**src/rtl/ram_read_realigner.sv**
```systemverilog
// Read-side byte-lane realigner: one issue per request, rotates lane data back into address order.
// Optional macro RD_SIGN_EXT_EN enables sign extension of byte/half results when req_signed is set.
module ram_read_realigner #(
  parameter int ADDR_W     = 18,
  parameter int RD_LATENCY = 1
) (
  input  logic              clk,
  input  logic              rst,
  input  logic              req_valid,
  output logic              req_ready,
  input  logic [ADDR_W-1:0] req_addr,
  input  logic [1:0]        req_size,
  input  logic              req_signed,
  output logic [ADDR_W-3:0] lane_addr_0,
  output logic [ADDR_W-3:0] lane_addr_1,
  output logic [ADDR_W-3:0] lane_addr_2,
  output logic [ADDR_W-3:0] lane_addr_3,
  output logic              lane_rden,
  input  logic [7:0]        lane_q_0,
  input  logic [7:0]        lane_q_1,
  input  logic [7:0]        lane_q_2,
  input  logic [7:0]        lane_q_3,
  output logic              rsp_valid,
  input  logic              rsp_ready,
  output logic [31:0]       rsp_data
);

  localparam int WW = ADDR_W - 2;

  typedef enum logic [1:0] {IDLE, ISSUE, WAIT, RESP} state_t;

  state_t          state_q, state_d;
  logic [1:0]      cnt_q, cnt_d;
  logic [1:0]      off_q, off_d;
  logic [1:0]      size_q, size_d;
  logic [WW-1:0]   lane_addr_q [4];
  logic [WW-1:0]   lane_addr_d [4];
  logic [31:0]     rsp_data_q, rsp_data_d;

  logic [7:0]      lane_q [4];
  logic [WW-1:0]   base, base_inc;
  logic [31:0]     rot, fmt;
  logic            ext_b, ext_h;

  assign lane_q[0] = lane_q_0;
  assign lane_q[1] = lane_q_1;
  assign lane_q[2] = lane_q_2;
  assign lane_q[3] = lane_q_3;

  assign lane_addr_0 = lane_addr_q[0];
  assign lane_addr_1 = lane_addr_q[1];
  assign lane_addr_2 = lane_addr_q[2];
  assign lane_addr_3 = lane_addr_q[3];
  assign rsp_data    = rsp_data_q;

`ifdef RD_SIGN_EXT_EN
  logic signed_q, signed_d;
  assign ext_b = signed_q & rot[7];
  assign ext_h = signed_q & rot[15];
`else
  logic unused_signed;
  assign unused_signed = req_signed;
  assign ext_b = 1'b0;
  assign ext_h = 1'b0;
`endif

  always_comb begin
    state_d    = state_q;
    cnt_d      = cnt_q;
    off_d      = off_q;
    size_d     = size_q;
    lane_addr_d = lane_addr_q;
    rsp_data_d = rsp_data_q;
`ifdef RD_SIGN_EXT_EN
    signed_d   = signed_q;
`endif
    req_ready  = 1'b0;
    lane_rden  = 1'b0;
    rsp_valid  = 1'b0;
    base       = req_addr[ADDR_W-1:2];
    base_inc   = base + WW'(1);

    // Byte k of the result comes from the lane holding address base+o+k.
    rot = '0;
    for (int k = 0; k < 4; k++) begin
      rot[8*k +: 8] = lane_q[off_q + 2'(k)];
    end

    case (size_q)
      2'b00:   fmt = {{24{ext_b}}, rot[7:0]};
      2'b01:   fmt = {{16{ext_h}}, rot[15:0]};
      default: fmt = rot;
    endcase

    unique case (state_q)
      IDLE: begin
        req_ready = rst;
        if (req_valid && rst) begin
          off_d  = req_addr[1:0];
          size_d = req_size;
`ifdef RD_SIGN_EXT_EN
          signed_d = req_signed;
`endif
          // Lanes below the offset belong to the following word.
          for (int i = 0; i < 4; i++) begin
            lane_addr_d[i] = (2'(i) < req_addr[1:0]) ? base_inc : base;
          end
          state_d = ISSUE;
        end
      end
      ISSUE: begin
        lane_rden = 1'b1;
        cnt_d     = 2'(RD_LATENCY - 1);
        state_d   = WAIT;
      end
      WAIT: begin
        if (cnt_q == 2'd0) begin
          rsp_data_d = fmt;
          state_d    = RESP;
        end else begin
          cnt_d = cnt_q - 2'd1;
        end
      end
      RESP: begin
        rsp_valid = 1'b1;
        if (rsp_ready) state_d = IDLE;
      end
      default: state_d = IDLE;
    endcase
  end

  always_ff @(posedge clk) begin
    if (!rst) begin
      state_q    <= IDLE;
      cnt_q      <= 2'd0;
      off_q      <= 2'd0;
      size_q     <= 2'd0;
      rsp_data_q <= 32'd0;
      for (int i = 0; i < 4; i++) lane_addr_q[i] <= '0;
`ifdef RD_SIGN_EXT_EN
      signed_q   <= 1'b0;
`endif
    end else begin
      state_q    <= state_d;
      cnt_q      <= cnt_d;
      off_q      <= off_d;
      size_q     <= size_d;
      rsp_data_q <= rsp_data_d;
      for (int i = 0; i < 4; i++) lane_addr_q[i] <= lane_addr_d[i];
`ifdef RD_SIGN_EXT_EN
      signed_q   <= signed_d;
`endif
    end
  end

endmodule
```
**config.mk**
```make
export PLATFORM = sky130hd
export DESIGN_NAME = ram_read_realigner
export DESIGN_NICKNAME = d
export VERILOG_FILES = /design/src/rtl/ram_read_realigner.sv
export SDC_FILE = /design/constraint.sdc
export NUM_CORES = 1
export LEC_CHECK = 0
export CORE_ASPECT_RATIO = 1.4
export CORE_MARGIN = 10
export CORE_UTILIZATION = 33
export DETAILED_ROUTE_END_ITERATION = 16
export DONT_BUFFER_PORTS = 1
export PLACE_DENSITY_LB_ADDON = 0.08
export SLEW_MARGIN = 0
export SYNTH_ARGS = -nofsm -noshare
export SYNTH_HDL_FRONTEND = slang
export SYNTH_SLANG_ARGS = --single-unit
```
**constraint.sdc**
```tcl
create_clock -name clk -period 2.4 [get_ports clk]
set_clock_uncertainty 0.05 [all_clocks]
set_input_delay 0.48 -clock clk [delete_from_list [all_inputs] [get_ports clk]]
set_output_delay 0.48 -clock clk [all_outputs]
set_load 0.05 [all_outputs]
```
==> results of run 1 <==
worst max-delay path, cell delays in order, from the launching register on:
cell	delay, ns
dfxtp_1	0.34
inv_1	0.11
ha_1	0.24
and2_1	0.47
Yosys cell counts, drive strengths merged:
cell type,n
nor2,44
a21oi,39
o2111ai,1
nor4,16
mux4,16
nand3,40
nor2b,1
a31oi,2
dfxtp,104
mux2,3
nor3,11
clkbuf,28
and4,2
mux2i,42
and2,5
a311oi,1
ha,7
a22oi,25
nand4,17
o21ai,32
a31o,2
buf,31
o211ai,4
xor2,11
nand2b,1
or4,2
or2,2
nand2,68
a211oi,8
and3,3
a221oi,1
xnor2,21
inv,9
power groups by stage:
stage               clock network [mW]  logic (mW)  registers [mW]
floorplan                            0        1.09            3.10
global placement                     0        1.24            3.25
detailed placement                   0        1.27            3.25
CTS                               1.52        1.28            3.21
global route                      1.58        1.41            3.24
finish                            1.45        1.25            3.18
flip-flops by register name (all words and copies together), names as in the netlist:
register     count
size_q           2
lane_addr_1     16
lane_addr_2     16
rsp_data        32
off_q            2
lane_addr_3     16
state_q          2
cnt_q            2
lane_addr_0     16
logic make-up (layout without fill, tap and decap cells):
family,after synthesis,in the layout,share of synthesized area [%]
AO/OA/AOI/OAI,115,115,12.8
multiplexers,61,61,15.2
buffers and inverters,68,38,6.04
adder cells (fa/ha/maj),7,7,1.63
XOR/XNOR,32,32,5.22
AND/OR/NAND/NOR,212,212,20.3
flip-flops,104,104,38.8
layout make-up:
cell class                      instances  area [µm²]  share of cell area [%]
Clock buffer                           10         239                    4.16
Inverter                                9        33.8                   0.588
Tap cell                              199         249                    4.34
Timing Repair Buffer                   13         123                    2.14
Sequential cell                       104        2080                    36.3
Clock inverter                          6        52.6                   0.915
Multi-Input combinational cell        427        2960                    51.6
worst max path at each step:
stage / startpoint / end / cells after the start
floorplan: rst / req_ready / 3
global placement: req_addr[2] / lane_addr_0[14] / 5
detailed placement: req_addr[2] / lane_addr_0[14] / 5
CTS: state_q[0] / req_ready / 3
global route: state_q[0] / lane_addr_1[14] / 6
finish: state_q[0] / req_ready / 3
cell usage in the layout, fill, tap and decap left out, drive strengths merged, types with 17 or more instances in the layout:
cell type,synthesis,layout
nand2,68,68
dfxtp,104,104
nor2,44,44
mux2i,42,42
nand3,40,40
o21ai,32,32
xnor2,21,21
a22oi,25,25
nand4,17,17
a21oi,39,39
metrics by stage:
step	instance area [µm²]	utilization (%)	power [mW]	hold slack, ns
global placement	5450	33.8	4.49	0.399
global route	5740	35.7	6.23	0.203
floorplan	5370	-	4.18	0.384
detailed placement	5450	33.8	4.52	0.411
CTS	5740	35.7	6.00	0.180
finish	5740	35.7	5.89	0.199
layer usage:
layer	vias to the layer above	part of all wire [%]	wire (µm)
met5	-	0	0
met4	0	2.0	355
met3	15	11	1970
met2	148	53	9280
met1	2044	34	5940
li1	2082	-	-
==> results.txt, run 1 <==
Outcome - finished, final reports clean
Hold path cells - 2
Unrepaired setup endpoints after global routing - no
Share of the synthesized area in the top cell type - 38.8%
Clock group share of total power - 24.7%
DR iter-0 viols - 253
Post-Synthesis Cell Area - 5370 µm²
Global-route wire length before repair - 26600 µm
Static leakage - 1.87 nW
H-tree depth - 3
DP Worst Slack - 0.372 ns
DRT Pass-1 Iters - 4
Root buffer cell - clkbuf_16
Mapped Nets - 663
Netlist cell types - 45
Max IR drop VDD - 0.380 mV
Worst Hold End - size_q[1]
Routed wire per std cell - 22.8 µm
Worst r2r dst - lane_addr_1[14]
Worst-Margin Slew - 0.694 ns
FF-to-FF Start - state_q[0]
Non-filler cells in the finished layout - 768
Area delta synth->final - 7.02%
Via count of the first global-routing pass - 4311
Logic pwr share - 21.3%
P_int - 3.26 mW
Critical path arrival - 1.50 ns
Min Tclk post-route - 2.03 ns
Clock buffer depth - 2
CTS clk-pin slew, worst paths - 0.07 ns
Final RePlAce weighted congestion - 0.803
Sw Ratio - 44.6%
Met3 global-route usage - 7.06%
Vias after detailed routing - 4289
Final TNS setup - 0 ns
Setup ws final - 0.367 ns
GR peak layer - met2
Hold Path Class - in -> reg
Largest net degree at the start of global routing - 61
Cells after Synth - 599
Part of the power in registers - 54.1%
Slew Limit Fails - 0
# Post-CTS Setup Buffers - 0
Die area - 21800 µm²
Initial Util - 33.3%
Std cell rows - 55
#FFs+latches synth - 104
Hold Violations, Final - 0
Final routed DRC violation total - 0
Overall Global Routing Usage - 15.6%
Antenna Cells - 0
Nature of the critical path endpoint - primary output
Dpl hpwl - 13100 µm
Sequential fraction of the synthesis area - 38.8%
Final setup vio count - 0
GRT overflow - 0
MaxCap Viol Count - 0
Synth warn - 0
R2r worst-path depth - 6
Share of cells above drive strength 1 - 11.8%
Setup Crit Path Kind - reg -> out
Period utilization - 84.7%
Final nets - 628
Rel. slew slack - 53.7%
Post-CTS Hold Buffers - 0
Highest clock rate - 0.492 GHz
Placed insts - 752
CTS tree - built
Via-to-Cell Ratio - 5.58
Fillers - 1696
CP max FO - 4
ANT nets after route - 0
DRT Wirelength - 17500 µm
CTS buffer count - 9
Yosys top cell by area - dfxtp_1
Met1 GRT Util - 15.7%
Core Area - 16100 µm²
Boundary Pins - 156
Synth area leaders - dfxtp_1, mux2i_1, mux4_2, nand2_1, a21oi_1
Height of the die - 171 µm
Initial antenna violation count - 0
Clock Latency Late Sink - 0.34 ns
Syn Area/Cell - 8.96 µm²
CP Launch Type - register
Die width - 128 µm
I/O Buffers - 0
Clock Sinks - 104
Psw - 2.62 mW
Flop2flop setup slack - 0.44 ns
CP required - 1.87 ns
PwrDens - 1030 nW/µm²
Post-cts gate resize count - 0
Met2 global-route usage - 27.7%
Worst hold path startpoint - req_size[1]
(Power assumes the default switching activity.)
==> inputs of run 2 (changes only) <==
Clock period 2.4 ns to 1.9 ns, I/O delays scaled along.
==> run 2 against run 1 <==
Against the previous run:
- total power is 29% higher
- sequential power is 26% higher
- final area is 1.8% higher
- global-route usage is 0.17 points higher
- largest power group unchanged
- non-clock buffer count is 10 higher
- register-to-register slack worse by 0.30 ns
==> results.txt, run 2 (synthesis results as in run 1) <==
Worst hold path startpoint - req_size[0]
Post-CTS Hold Buffers - 0 (unchanged)
CP Launch Type - register
Final routed DRC violation total - 0 (unchanged)
Via count of the first global-routing pass - 4239 (-1.7%)
Largest net degree at the start of global routing - 61 (unchanged)
Hold path cells - 2 (unchanged)
Total power - 7.57 mW (+29%)
Share of cells above drive strength 1 - 13.8% (+2.0 points)
CP max stage delay - 0.39 ns (-0.08 ns)
Nature of the critical path endpoint - primary output
Rel. slew slack - 52.9% (-0.87 points)
MaxCap Viol Count - 0 (unchanged)
DRT Wirelength - 17500 µm (about the same)
Initial antenna violation count - 0 (unchanged)
Period utilization - 96.6%
GRT overflow - 0 (unchanged)
R2r worst-path depth - 6 (unchanged)
Boundary Pins - 156 (unchanged)
Clock buffer depth - 2 (unchanged)
Core Area - 16100 µm² (unchanged)
Hold Path Class - in -> reg
CP max stage cell - dfxtp_1
Routed wire per std cell - 22.5 µm (-1.3%)
Worst-Margin Slew - 0.707 ns (+0.0130 ns)
Global-route wire length before repair - 26600 µm (+0.21%)
Slew Limit Fails - 0 (unchanged)
Clock Sinks - 104 (unchanged)
Delay-heaviest family, CP - flip-flops
Die width - 128 µm (unchanged)
CTS clk-pin slew, worst paths - 0.07 ns (about the same)
Critical path arrival - 1.41 ns (-0.09 ns)
ANT nets after route - 0 (unchanged)
Root buffer cell - clkbuf_16
CTS tree - built
CP required - 1.47 ns (-0.40 ns)
DRT Pass-1 Iters - 4 (unchanged)
H-tree depth - 3 (unchanged)
Commonest non-fill, non-tap cell in the layout - dfxtp_1
FF-to-FF Start - state_q[0]
DR iter-0 viols - 211 (-17%)
Die area - 21800 µm² (unchanged)
Setup Crit Path Kind - reg -> out
Outcome - finished, final reports clean
Hold Violations, Final - 0 (unchanged)
Initial Util - 33.3% (unchanged)
Final setup vio count - 0 (unchanged)
Min Tclk post-route - 1.84 ns
Area delta synth->final - 8.91%
PwrDens - 1300 nW/µm² (+26%)
Worst r2r dst - lane_addr_2[1]
Height of the die - 171 µm (unchanged)
I/O Buffers - 0 (unchanged)
Max FFs per register - 32 (unchanged)
Final nets - 638 (+1.6%)
Unrepaired setup endpoints after global routing - no
Max IR drop VDD - 0.594 mV (+56%)
Worst path cell trace - inv_1 -> ha_2 -> and2_1 -> buf_4
Highest clock rate - 0.545 GHz
Static leakage - 1.93 nW (+3.2%)
Final TNS setup - 0 ns (unchanged)
Via-to-Cell Ratio - 5.52 (-1.1%)
Vias after detailed routing - 4296 (+0.16%)
Antenna Cells - 0 (unchanged)
Final RePlAce weighted congestion - 0.817 (+1.8%)
CTS buffer count - 9 (unchanged)
Std cell rows - 55 (unchanged)
Dpl hpwl - 13100 µm (+0.15%)
Worst Hold End - size_q[0]
Clock Latency Late Sink - 0.35 ns (about the same)
Flop2flop setup slack - 0.14 ns (-0.30 ns)
CP Buf/Inv Count - 2 (+1)
Overall Global Routing Usage - 15.8% (+0.17 points)
CP max FO - 4 (unchanged)
Most frequent cells in the layout - dfxtp_1, nand2_1, nor2_1
==> run 2: layout make-up <==
class | count | area, µm²
Tap cell | 199 | 249
Inverter | 9 | 33.8
Multi-Input combinational cell | 427 | 2980
Clock buffer | 10 | 239
Clock inverter | 6 | 60.1
Timing Repair Buffer | 23 | 198
Fill cell | 1682 | 10300
Sequential cell | 104 | 2080
==> run 2: how the worst max path moves through the flow <==
stage / startpoint / endpoint / slack, ns / cells after the start
after detailed placement: state_q[0] / state_q[1] / 0.002 / 6
final: state_q[0] / req_ready / 0.06 / 4
after CTS: state_q[0] / lane_addr_2[1] / 0.001 / 6
after global routing: state_q[0] / req_ready / 0.001 / 4
after global placement: state_q[0] / lane_addr_0[14] / 0.11 / 6
after floorplan: rst / req_ready / 0.12 / 3
==> run 2: through the flow <==
step | cells | setup slack [ns] | hold WS (ns) | util [%] | instance area (µm²)
finish | 778 | 0.0642 | 0.0775 | 36.3 | 5840
global placement | 761 | 0.107 | 0.400 | 34.3 | 5520
global route | 778 | 0.00114 | 0.0702 | 36.3 | 5840
CTS | 777 | 0.00124 | 0.0611 | 36.1 | 5820
detailed placement | 761 | 0.00189 | 0.402 | 34.3 | 5520
floorplan | 599 | 0.121 | 0.384 | - | 5370
==> run 2: power by group <==
part	switching [mW]	internal (mW)
Sequential	1.46	2.55
Clock	0.935	0.958
Combinational	0.988	0.683
==> run 2: metal layers <==
metal	routed length, µm	up-vias	share of wire (%)	GRT usage [%]
met1	6090	2052	35	16.5
met5	0	-	0	0
met2	9280	121	53	27.7
met3	1790	22	10	6.53
met4	366	0	2.1	5.20
li1	-	2101	-	-
==> run 2: repair_timing <==
item | 4_1_cts | 5_1_grt
gates resized for setup | 0 | 4
setup buffers | 0 | 1
setup endpoints to repair | 0 | 28
==> run 2: worst reg2reg max path, delay by kind of cell (launching register included) <==
family | cells | cell delay [ns]
AOI/OAI and AO/OA | 1 | 0.26
buffers and inverters | 2 | 0.37
adders and majority gates | 1 | 0.25
DFF | 1 | 0.35
and+or+nand+nor | 2 | 0.39
==> inputs of run 3 (changes only) <==
==> constraint.sdc (replaced) <==
create_clock -name clk -period 2.3 [get_ports clk]
set_clock_uncertainty 0.05 [all_clocks]
set_input_delay 0.345 -clock clk [delete_from_list [all_inputs] [get_ports clk]]
set_output_delay 0.345 -clock clk [all_outputs]
set_load 0.05 [all_outputs]
==> run 3 against run 2 <==
Against the previous run:
- worst hold slack worse by 0.027 ns
- final area down 1.4%
- sequential share of layout area up 0.52 points
- core utilization down 0.52 points
- count of clock-buffer cells in the layout unchanged
- setup slack better by 0.27 ns
- die area unchanged
- flip-flop and latch count unchanged
- combinational power down 22%
==> results.txt, run 3 (synthesis results as in run 1) <==
Max FFs per register - 32 (unchanged)
Via count of the first global-routing pass - 4330 (+2.1%)
DP Worst Slack - 0.354 ns (+0.352 ns)
Flop2flop setup slack - 0.34 ns (+0.20 ns)
Slew Limit Fails - 0 (unchanged)
Fin Hold WS - 0.0508 ns (-0.0268 ns)
Static leakage - 1.88 nW (-2.5%)
Root buffer cell - clkbuf_16
FF-to-FF Start - state_q[0]
CTS buffer count - 9 (unchanged)
Post-cts gate resize count - 0 (unchanged)
Nature of the critical path endpoint - register
Most frequent cells in the layout - dfxtp_1, nand2_1, nor2_1
Final TNS setup - 0 ns (unchanged)
Height of the die - 171 µm (unchanged)
I/O Buffers - 0 (unchanged)
Rel. slew slack - 58.3% (+5.4 points)
R2r worst-path depth - 6 (unchanged)
Critical Path Source - state_q[0]
Outcome - finished, final reports clean
Max IR drop VDD - 0.383 mV (-35%)
Largest net degree at the start of global routing - 56 (-8.2%)
Clock Sinks - 104 (unchanged)
Routed wire per std cell - 22.7 µm (+0.82%)
ANT nets after route - 0 (unchanged)
MaxCap Viol Count - 0 (unchanged)
GRT overflow - 0 (unchanged)
CP Launch Type - register
Die area - 21800 µm² (unchanged)
PwrDens - 1080 nW/µm² (-17%)
Hold Violations, Final - 0 (unchanged)
Dpl hpwl - 13200 µm (about the same)
Worst Hold End - size_q[0]
Global-route wire length before repair - 26500 µm (-0.67%)
Core Area - 16100 µm² (unchanged)
Final routed DRC violation total - 0 (unchanged)
Clock Latency Late Sink - 0.34 ns (about the same)
Overall Global Routing Usage - 15.6% (-0.14 points)
Total power - 6.20 mW (-18%)
Via-to-Cell Ratio - 5.60 (+1.3%)
DR iter-0 viols - 295 (+40%)
Hold path cells - 2 (unchanged)
Commonest non-fill, non-tap cell in the layout - dfxtp_1
Final nets - 628 (-1.6%)
Placed insts - 752 (-1.2%)
CTS clk-pin slew, worst paths - 0.08 ns (about the same)
Finished Core Util - 35.8% (-0.52 points)
Final RePlAce weighted congestion - 0.811 (-0.83%)
Unrepaired setup endpoints after global routing - no
DRT Pass-1 Iters - 6 (+2)
CP required - 2.52 ns (+1.05 ns)
Final setup vio count - 0 (unchanged)
Critical path arrival - 2.18 ns (+0.77 ns)
Clock buffer depth - 2 (unchanged)
DRT Wirelength - 17400 µm (-0.47%)
Die width - 128 µm (unchanged)
Worst-Margin Slew - 0.626 ns (-0.0809 ns)
Fin area - 5760 µm² (-1.4%)
Non-filler cells in the finished layout - 768 (-1.3%)
Initial Util - 33.3% (unchanged)
Setup Crit Path Kind - reg -> reg
Share of cells above drive strength 1 - 11.8% (-2.0 points)
Post-CTS Hold Buffers - 0 (unchanged)
Antenna Cells - 0 (unchanged)
Vias after detailed routing - 4297 (+0.023%)
Boundary Pins - 156 (unchanged)
Highest clock rate - 0.510 GHz
CTS tree - built
Worst hold path startpoint - req_size[0]
Area delta synth->final - 7.35%
Period utilization - 85.3%
Std cell rows - 55 (unchanged)
H-tree depth - 3 (unchanged)
Worst r2r dst - lane_addr_1[4]
# Post-CTS Setup Buffers - 0 (unchanged)
Initial antenna violation count - 0 (unchanged)
DP Area - 5460 µm² (-1.0%)
Min Tclk post-route - 1.96 ns
CP max FO - 26 (+22)
Hold Path Class - in -> reg
Setup ws final - 0.337 ns (+0.273 ns)
## run 3: cell count changes in the layout (fill, tap and decap cells not counted), sizes merged
| cell | previous run | this run |
|---|---|---|
| inv | 12 | 13 |
| clkinv | 3 | 2 |
| buf | 23 | 13 |
## run 3: per-layer routing
metal	vias to the layer above	track usage [%]	wire, µm
met5	-	0	0
li1	2086	-	-
met3	10	6.69	1690
met2	122	28.6	9490
met1	2079	15.4	6050
met4	0	4.76	206
## run 3: report_power, final
part	switching (mW)	internal (mW)	total, mW	leakage (nW)
combinational	0.782	0.524	1.31	0.883
sequential	1.22	2.10	3.32	0.850
clock	0.778	0.794	1.57	0.147
total	2.78	3.42	6.20	1.88
## run 3: cell type report
class,instances,area (µm²)
clock buffers,10,239
repair buffers,13,135
inverters,9,33.8
clock inverters,6,57.6
fillers,1737,10300
well taps,199,249
flip-flops and latches,104,2080
multi-input cells,427,2960
## run 3: worst max-delay path, cell delays in order, from the launching register on
cell and delay [ns]:
dfxtp_1 0.34, inv_1 0.11, ha_1 0.24, and3_2 0.55, buf_4 0.30, nor2_1 0.06
a211oi_1 0.21
## run 3: worst max-delay path by stage
stage	endpoint	slack, ns	cells after the start
finish	lane_addr_1[4]	0.34	6
global route	lane_addr_1[8]	0.12	6
CTS	lane_addr_1[4]	0.34	6
detailed placement	lane_addr_1[4]	0.35	6
global placement	lane_addr_1[0]	0.40	6
floorplan	req_ready	0.59	3
